## src/rtl/spi_sched_pkg.sv

```systemverilog
// Shared types and defaults for the SPI sample scheduler: FSM states,
// the trim command header and the transaction-length helper.
package spi_sched_pkg;

    typedef enum logic [2:0] {
        IDLE,
        ADC_XFER,
        GAP1,
        DAC_XFER,
        GAP2,
        TRIM_XFER
    } state_t;

    localparam logic [1:0] TRIM_CMD_HDR = 2'b11;

    localparam int unsigned DEF_SCLK_DIV   = 4;
    localparam int unsigned DEF_FRAME_BITS = 16;
    localparam int unsigned DEF_TRIM_BITS  = 8;
    localparam int unsigned DEF_GAP_CYCLES = 2;

    function automatic int unsigned frame_cycles(input int unsigned sclk_div,
                                                 input int unsigned frame_bits);
        return 2 * sclk_div * (frame_bits + 1);
    endfunction

endpackage

```

## src/rtl/spi_shift_engine.sv

```systemverilog
// Generic SPI mode-0 shifter, MSB first: one setup half, FRAME_BITS low/high
// half pairs, one hold half; each half lasts SCLK_DIV clk cycles.
module spi_shift_engine #(
    parameter int unsigned SCLK_DIV   = 4,
    parameter int unsigned FRAME_BITS = 16
) (
    input  logic                  clk,
    input  logic                  rst,
    input  logic                  start,
    input  logic [FRAME_BITS-1:0] tx_word,
    input  logic                  miso,
    output logic                  sclk,
    output logic                  mosi,
    output logic [FRAME_BITS-1:0] rx_word,
    output logic                  done
);

    localparam int unsigned LAST_HALF = 2 * FRAME_BITS + 1;
    localparam int unsigned HW = $clog2(LAST_HALF + 1);
    localparam int unsigned SW = (SCLK_DIV > 1) ? $clog2(SCLK_DIV) : 1;

    logic                  active;
    logic [HW-1:0]         half;
    logic [HW-1:0]         half_nxt;
    logic [SW-1:0]         sub;
    logic                  half_end;
    logic [FRAME_BITS-1:0] tx_sr;

    assign half_end = (sub == SW'(SCLK_DIV - 1));
    assign half_nxt = half + 1'b1;
    // Last cycle of the hold half: the owner raises CS on the following edge.
    assign done     = active && half_end && (half == HW'(LAST_HALF));

    always_ff @(posedge clk) begin
        if (rst) begin
            active  <= 1'b0;
            half    <= '0;
            sub     <= '0;
            sclk    <= 1'b0;
            mosi    <= 1'b0;
            tx_sr   <= '0;
            rx_word <= '0;
        end else if (start) begin
            active  <= 1'b1;
            half    <= '0;
            sub     <= '0;
            sclk    <= 1'b0;
            mosi    <= 1'b0;
            tx_sr   <= tx_word;
            rx_word <= '0;
        end else if (active) begin
            if (!half_end) begin
                sub <= sub + 1'b1;
            end else begin
                sub <= '0;
                if (done) begin
                    active <= 1'b0;
                    half   <= '0;
                    sclk   <= 1'b0;
                    mosi   <= 1'b0;
                end else begin
                    half <= half_nxt;
                    // Odd halves are sclk-low bit halves, even ones sclk-high.
                    if (half_nxt == HW'(LAST_HALF)) begin
                        sclk <= 1'b0;
                        mosi <= 1'b0;
                    end else if (half_nxt[0]) begin
                        sclk  <= 1'b0;
                        mosi  <= tx_sr[FRAME_BITS-1];
                        tx_sr <= {tx_sr[FRAME_BITS-2:0], 1'b0};
                    end else begin
                        sclk    <= 1'b1;
                        rx_word <= {rx_word[FRAME_BITS-2:0], miso};
                    end
                end
            end
        end
    end

endmodule

```

## src/rtl/spi_sample_scheduler.sv

```systemverilog
// Per-sample SPI frame sequencer: ADC read, DAC write, then one round-robin
// trim pot read. Optional macro TRIM_HYST_EN suppresses trim changes below 2.
module spi_sample_scheduler
    import spi_sched_pkg::*;
#(
    parameter int unsigned SCLK_DIV   = DEF_SCLK_DIV,
    parameter int unsigned FRAME_BITS = DEF_FRAME_BITS,
    parameter int unsigned TRIM_BITS  = DEF_TRIM_BITS,
    parameter int unsigned GAP_CYCLES = DEF_GAP_CYCLES
) (
    input  logic                  clk,
    input  logic                  rst,
    input  logic                  adc_clock,
    input  logic [FRAME_BITS-1:0] dac_data,
    input  logic                  miso,
    output logic                  mosi,
    output logic                  sclk,
    output logic                  cs_adc_n,
    output logic                  cs_dac_n,
    output logic                  cs_trim_n,
    output logic [FRAME_BITS-1:0] adc,
    output logic                  adc_valid,
    output logic [TRIM_BITS-1:0]  trim1,
    output logic [TRIM_BITS-1:0]  trim2,
    output logic [TRIM_BITS-1:0]  trim3,
    output logic [TRIM_BITS-1:0]  trim4,
    output logic                  trim_valid,
    output logic [1:0]            mux,
    output logic                  busy,
    output logic                  overrun
);

    localparam int unsigned GW = (GAP_CYCLES > 1) ? $clog2(GAP_CYCLES) : 1;

    state_t                state;
    logic                  adc_clock_q;
    logic                  strobe;
    logic [FRAME_BITS-1:0] dac_q;
    logic [GW-1:0]         gap_cnt;
    logic                  gap_end;
    logic [TRIM_BITS-1:0]  trim_r [4];
    logic                  trim_done_q;
    logic                  trim_upd;
    logic                  start;
    logic [FRAME_BITS-1:0] tx_word;
    logic [FRAME_BITS-1:0] trim_cmd;
    logic [FRAME_BITS-1:0] rx_word;
    logic                  eng_done;

    assign strobe  = adc_clock & ~adc_clock_q;
    assign gap_end = (gap_cnt == GW'(GAP_CYCLES - 1));
    assign busy    = (state != IDLE);
    assign trim1   = trim_r[0];
    assign trim2   = trim_r[1];
    assign trim3   = trim_r[2];
    assign trim4   = trim_r[3];

    always_comb begin
        trim_cmd = '0;
        trim_cmd[FRAME_BITS-1 -: 4] = {TRIM_CMD_HDR, mux};
    end

    // Engine start and payload are decoded on the same edge that drops CS.
    always_comb begin
        start   = 1'b0;
        tx_word = '0;
        case (state)
            IDLE: start = strobe;
            GAP1: if (gap_end) begin
                start   = 1'b1;
                tx_word = dac_q;
            end
            GAP2: if (gap_end) begin
                start   = 1'b1;
                tx_word = trim_cmd;
            end
            default: ;
        endcase
    end

`ifdef TRIM_HYST_EN
    logic [TRIM_BITS-1:0] trim_new;
    logic [TRIM_BITS-1:0] trim_old;
    logic [TRIM_BITS-1:0] trim_diff;

    always_comb begin
        trim_new  = rx_word[TRIM_BITS-1:0];
        trim_old  = trim_r[mux];
        trim_diff = (trim_new >= trim_old) ? (trim_new - trim_old) : (trim_old - trim_new);
        trim_upd  = (trim_diff >= TRIM_BITS'(2));
    end
`else
    assign trim_upd = 1'b1;
`endif

    spi_shift_engine #(
        .SCLK_DIV   (SCLK_DIV),
        .FRAME_BITS (FRAME_BITS)
    ) u_engine (
        .clk     (clk),
        .rst     (rst),
        .start   (start),
        .tx_word (tx_word),
        .miso    (miso),
        .sclk    (sclk),
        .mosi    (mosi),
        .rx_word (rx_word),
        .done    (eng_done)
    );

    always_ff @(posedge clk) begin
        if (rst) begin
            state       <= IDLE;
            adc_clock_q <= 1'b0;
            dac_q       <= '0;
            gap_cnt     <= '0;
            cs_adc_n    <= 1'b1;
            cs_dac_n    <= 1'b1;
            cs_trim_n   <= 1'b1;
            adc         <= '0;
            adc_valid   <= 1'b0;
            trim_valid  <= 1'b0;
            trim_done_q <= 1'b0;
            mux         <= '0;
            overrun     <= 1'b0;
            for (int unsigned i = 0; i < 4; i++) trim_r[i] <= '0;
        end else begin
            adc_clock_q <= adc_clock;
            adc_valid   <= 1'b0;
            trim_valid  <= 1'b0;
            trim_done_q <= 1'b0;
            if (trim_done_q) mux <= mux + 2'd1;
            if (strobe && state != IDLE) overrun <= 1'b1;

            case (state)
                IDLE: if (strobe) begin
                    dac_q    <= dac_data;
                    cs_adc_n <= 1'b0;
                    state    <= ADC_XFER;
                end
                ADC_XFER: if (eng_done) begin
                    cs_adc_n  <= 1'b1;
                    adc       <= rx_word;
                    adc_valid <= 1'b1;
                    gap_cnt   <= '0;
                    state     <= GAP1;
                end
                GAP1: if (gap_end) begin
                    cs_dac_n <= 1'b0;
                    state    <= DAC_XFER;
                end else begin
                    gap_cnt <= gap_cnt + 1'b1;
                end
                DAC_XFER: if (eng_done) begin
                    cs_dac_n <= 1'b1;
                    gap_cnt  <= '0;
                    state    <= GAP2;
                end
                GAP2: if (gap_end) begin
                    cs_trim_n <= 1'b0;
                    state     <= TRIM_XFER;
                end else begin
                    gap_cnt <= gap_cnt + 1'b1;
                end
                TRIM_XFER: if (eng_done) begin
                    cs_trim_n   <= 1'b1;
                    trim_done_q <= 1'b1;
                    if (trim_upd) begin
                        trim_r[mux] <= rx_word[TRIM_BITS-1:0];
                        trim_valid  <= 1'b1;
                    end
                    state <= IDLE;
                end
                default: state <= IDLE;
            endcase
        end
    end

endmodule

```

## config.mk

```make
export PLATFORM = sky130hd
export DESIGN_NAME = spi_sample_scheduler
export DESIGN_NICKNAME = d
export VERILOG_FILES = /design/src/rtl/spi_sched_pkg.sv /design/src/rtl/spi_shift_engine.sv /design/src/rtl/spi_sample_scheduler.sv
export SDC_FILE = /design/constraint.sdc
export NUM_CORES = 1
export LEC_CHECK = 0
export CAP_MARGIN = 20
export CORE_ASPECT_RATIO = 1.4
export CORE_UTILIZATION = 53
export DETAILED_ROUTE_END_ITERATION = 8
export PLACE_DENSITY_LB_ADDON = 0.12
export SYNTH_ARGS = -nofsm -noshare
export SYNTH_HDL_FRONTEND = slang
export SYNTH_SLANG_ARGS = --single-unit
```

## constraint.sdc

```tcl
create_clock -name clk -period 2.9 [get_ports clk]
set_clock_uncertainty 0.2 [all_clocks]
set_input_delay 0.58 -clock clk [delete_from_list [all_inputs] [get_ports clk]]
set_output_delay 0.58 -clock clk [all_outputs]
set_load 0.05 [all_outputs]
```

======== After elaboration in Yosys (flattened, before gate mapping) ========
Memories as Yosys holds them, arrays and structs flattened.
Cells that the tools add are included.
Widths: inputs -> output; s select.
operators by class
  equality and inequality tests ........... 17
  mux-type cells .......................... 48
  $add $sub $neg .......................... 4
  reduce and logical (&&, ||, !) cells .... 29
  bitwise gates (word level) .............. 6
operator list
  cell                 count
  $mux 16              8
  $pmux 16 s2          1
  $mux 1               23
  $mux 3               6
  $pmux 3 s6           1
  $ne 2x2->1 const B   8
  $reduce_bool 2->1    7
  $eq 6x6->1 const B   2
  $reduce_and 3->1     4
  $pmux 1 s2           5
  $reduce_and 5->1     2
  $mux 8               1
  $reduce_and 2->1     4
  $reduce_or 2->1      4
  $reduce_or 8->1      1
  $add 6x1->6 const B  1
  $eq 3x2->1 const B   2
  $eq 3x3->1 const B   2
  $mux 6               1
  $reduce_and 6->1     1
  $reduce_bool 3->1    2
  $not 1->1            5
  $add 2x1->2 const B  2
  $mux 2               2
  other kinds (7)      9
word-level totals
  register bits after elaboration ......... 88
  bits in writable memories ............... 32
  word-level logic and storage cells ...... 124
  memories ................................ 1
memory list
  memory  depth  bits a word  read ports  clocked after Yosys merged registers in  wr ports  RTL line                    source
  trim_r  4      8            4           0                                        4         spi_sample_scheduler.sv:41  logic [TRIM_BITS-1:0] trim_r [4];

======== Longest topological paths before layout ========
  word-level depth ........................ 9
  mapped depth ............................ 9
  depth with buffers taken out ............ 7

======== Modules after synthesis ========
A second synthesis with hierarchy kept.
unflattened totals
  cell total of the unflattened synthesis .. 532
  area, all modules ....................... 5,237.5 um2
modules (own cells, without submodules)
  module                seq. area each (um2)  cells an instance  times used  area each (um2)
  spi_sample_scheduler  1,861.8               301                1           3,198.1
  spi_shift_engine      860.8                 231                1           2,039.5

======== Least setup slack after synthesis ========
No wires, ideal clock.
  kind .................................... register -> register
  from .................................... reg u_engine.half[0]
  to ...................................... mem trim_r[0][0] in the netlist's numbering, enable pin
  slack ................................... 0.602 ns
  arrival time ............................ 1.789 ns
  clock period less this slack ............ 2.298 ns
  path buffers ............................ 0
  cell stages (with the launch flop) ...... 7
  cells stage by stage .................... dfxtp_1 > ha_1 > nor4b_4 > nand4_4 > nor4_2 > nor3b_2 > or2_2
RTL lines
  element                 RTL line                    source
  from (decl)             spi_shift_engine.sv:23      logic [HW-1:0] half;
  from (signal assigned)  spi_shift_engine.sv:62      half <= half_nxt;
  to (decl)               spi_sample_scheduler.sv:41

======== Final worst setup path ========
  from .................................... reg state[1]
  to ...................................... out busy
between the ends
  cells in the longest elaborated chain, start to end .. 1
RTL lines
  element                 RTL line                     source
  from (decl)             spi_sample_scheduler.sv:35   state_t state;
  from (signal assigned)  spi_sample_scheduler.sv:113  state <= IDLE;
  from (signal assigned)  spi_sample_scheduler.sv:139  state <= ADC_XFER;
  from (signal assigned)  spi_sample_scheduler.sv:146  state <= GAP1;
  $reduce_bool 3->1       spi_sample_scheduler.sv:52   assign busy = (state != IDLE);
  to (decl)               spi_sample_scheduler.sv:29   output logic busy,
Every way passes these cells.

==> metrics.cfg <==
[routing]
detailed_router_iteration_count_before_antenna_repair = 4
route.vias.total = 3826
antenna_violating_nets_post_route = 0
detail_route.drc_violations = 0
routed_via_density = 5.51
routed_wl_mm = 10.4
drt-wirelength-per-cell_um = 15.0
drt-initial-drc-count = 189

[timing]
max_slew_margin = 0.619
final.setup.tns_ns = 0
period_share = 0.957
timing.final.hold_violations = 0
finalCriticalPeriod_ns = 2.77
finish_stage_setup_viols = 0
fmax_ghz = 0.360
tightestPinTransition_ns = 0.572
timing.final.max_slew_violations = 0
grt_setup_unrepaired = false

[worst_setup_path]
path_max_fanout = 11
critical_path.startpoint_type = register
setup_crit_path_kind = register to primary output
crit_required_ns = 2.12
crit_path_dat_ns = 1.99
setup.worst_path.end_class = primary output

[min_path]
hold_class = register to register

[global_route]
grt_start_max_net_pins = 34
vias_in_the_first_global_route = 3582
antenna_found_initial = 0
grt_use_total = 0.228
gr-total-overflow = 0
grt_first_pass_wirelength_mm = 17.1

[die]
initial_cell_density_of_the_core = 0.545
fp.dieH_um = 116
width_of_the_chip_um = 83.2
die_area_sq_um = 9620
floorplan.rows = 41
top_level_ports = 79
core_area_sq_um = 8980

[synthesis]
synthDominantCellAreaShare = 0.360
yosysUniqueCellTypes = 51
synth_seq_cells = 120
synthCells = 499
yosysTopAreaCell = sky130_fd_sc_hd__dfxtp_1
synth_top_cells_by_area = sky130_fd_sc_hd__dfxtp_1 36%, sky130_fd_sc_hd__edfxtp_1 20%, sky130_fd_sc_hd__nand2_1 5.6%
yosys.area_share.simple = 0.201
synthXorXnorAreaFrac = 0.0107
yosys_most_used_dff = sky130_fd_sc_hd__dfxtp_1
synth_area_in_adders = 0.0102
postSynth.asyncResetShare = 0
synth_enable_flop_cells = 32
synth-compound-area-share = 0.141
ys_warn_count = 0
synth_top_family_by_area = simple AND/OR/NAND/NOR gates
yosys-mux-area-fraction = 0.0368
avgSynthCellArea_sq_um = 9.80
synth_area_sq_um = 4890
synth-seq-area-share = 0.557
syn_nets = 523

[pwr]
power_report.internal_total_mw = 3.47
p_sw_frac = 0.208
leakage_nw = 2.41
vdd.ir_drop.worst_v = 0.000473
share_seq_of_total_power = 0.409
combPwrFrac = 0.063
p_sw_mw = 0.913
clock_power_share = 0.528
powerDensity_nw_per_um2 = 685

[clock_tree]
clock-sinks = 120
worst_skew_pair.late_latency_ns = 0.40
htree_num_levels = 4
cts.repair.resized = 0
cts-root-to-sink-buffers = 2
cts.hold.buffers_added = 0
postCtsSetupBuffers = 0
cts-buffers-inserted = 17
clk_root_buffer_cell = sky130_fd_sc_hd__clkbuf_16
cts_tree = yes
clk_pin_slew_ns = 0.05

[placed_design]
port_buffers = 78
place.detailed.hpwl_mm = 7.17
detailed_place.area_sq_um = 5750
place_congestion = 0.881

[layout]
synthToLayoutAreaGrowth_pct = 30.9
num_antenna_cells = 0
finalCoreUtilization = 0.713
final_area_sq_um = 6400
layout.nets = 598
mostFrequentLayoutCells = 88 x sky130_fd_sc_hd__dfxtp_1, 77 x sky130_fd_sc_hd__clkdlybuf4s50_1, 73 x sky130_fd_sc_hd__nand2_1
fill_cells = 682
final_layout_size_suffix_gt1_frac = 0.0954
final_common_cell = sky130_fd_sc_hd__dfxtp_1

[outcome]
outcome = finished, final reports clean

[flow_run]
timing.max_cap.violations = 0

[power by group through the flow]
stage                     clock network (mW)  registers [mW]  logic [mW]
after floorplan                            0            1.90      0.0974
after global placement                     0            1.82       0.275
after detailed placement                   0            1.83       0.280
after CTS                               2.35            1.79       0.281
after global routing                    2.43            1.80       0.299
final                                   2.32            1.79       0.278
[routing by layer]
layer,up-vias,share of wire,global-route usage
li1,1897,-,-
met1,1795,0.40,0.255
met2,117,0.53,0.401
met3,17,0.042,0.0613
met4,0,0.024,0.121
met5,-,0,0
[kinds of logic after synthesis]
kind of cell | count (synthesis)
compound gates | 110
buf+inv | 49
fa+ha+maj | 4
flops | 120
mux | 18
simple gates | 192
xor+xnor | 6
[metrics by stage]
step	total power [mW]	instances	hold WS, ns	setup WS (ns)
after global placement	2.10	662	0.245	0.187
final	4.39	694	0.256	0.125
after CTS	4.42	694	0.258	0.101
after global routing	4.52	694	0.275	0.0412
after floorplan	2.00	499	0.232	0.602
after detailed placement	2.11	662	0.250	0.151
[critical path, stage by stage (launching register included)]
cell                              delay (ns)
sky130_fd_sc_hd__dfxtp_1                0.52
sky130_fd_sc_hd__or3_1                  0.25
sky130_fd_sc_hd__clkdlybuf4s50_1        0.83
[synth_stat cells (3+ instances only)]
cell / count
sky130_fd_sc_hd__o31ai_1: 8
sky130_fd_sc_hd__and2_1: 37
sky130_fd_sc_hd__a221oi_1: 8
sky130_fd_sc_hd__buf_2: 6
sky130_fd_sc_hd__a21oi_1: 48
sky130_fd_sc_hd__nand3_1: 21
sky130_fd_sc_hd__nand2_1: 73
sky130_fd_sc_hd__edfxtp_1: 32
sky130_fd_sc_hd__nor2_1: 28
sky130_fd_sc_hd__o211ai_1: 9
sky130_fd_sc_hd__nor2b_1: 4
sky130_fd_sc_hd__buf_6: 3
sky130_fd_sc_hd__xnor2_1: 3
sky130_fd_sc_hd__dfxtp_1: 88
sky130_fd_sc_hd__xor2_1: 3
sky130_fd_sc_hd__nor3_1: 5
sky130_fd_sc_hd__nor3b_2: 3
sky130_fd_sc_hd__mux2i_1: 18
sky130_fd_sc_hd__clkbuf_1: 23
sky130_fd_sc_hd__a31o_2: 3
sky130_fd_sc_hd__ha_1: 4
sky130_fd_sc_hd__inv_1: 15
sky130_fd_sc_hd__nand4_1: 5
sky130_fd_sc_hd__o21ai_0: 18
[worst paths after layout]
check        cells past startpoint            to  slack [ns]             start
max                              2          busy        0.13          state[1]
min                              2      dac_q[6]        0.26          dac_q[6]
max reg2reg                      6  trim_r[0][6]        0.29  u_engine.half[0]
min reg2reg                      2      dac_q[6]        0.26          dac_q[6]
[flip-flops by register name, indices dropped and copies added (netlist names)]
| register | cells |
|---|---|
| adc | 16 |
| trim_r | 32 |
| adc_valid | 1 |
| u_engine.sub | 2 |
| u_engine.mosi | 1 |
| u_engine.rx_word | 16 |
| state | 3 |
| cs_dac_n | 1 |
| u_engine.active | 1 |
| cs_adc_n | 1 |
| cs_trim_n | 1 |
| dac_q | 16 |
| u_engine.half | 6 |
| trim_done_q | 1 |
| u_engine.sclk | 1 |
| u_engine.tx_sr | 16 |
| gap_cnt | 1 |
| mux | 2 |
| adc_clock_q | 1 |
| overrun | 1 |
[final cells by class]
class                           instances  area [sq um]  area share
Clock buffer                           18           429      0.0670
Clock inverter                         14           228      0.0356
Inverter                               15          56.3     0.00879
Multi-Input combinational cell        330          1950       0.305
Sequential cell                       120          2720       0.425
Tap cell                              107           134      0.0209
Timing Repair Buffer                   90           878       0.137
Note: power is estimated with default switching activity, not from simulation.
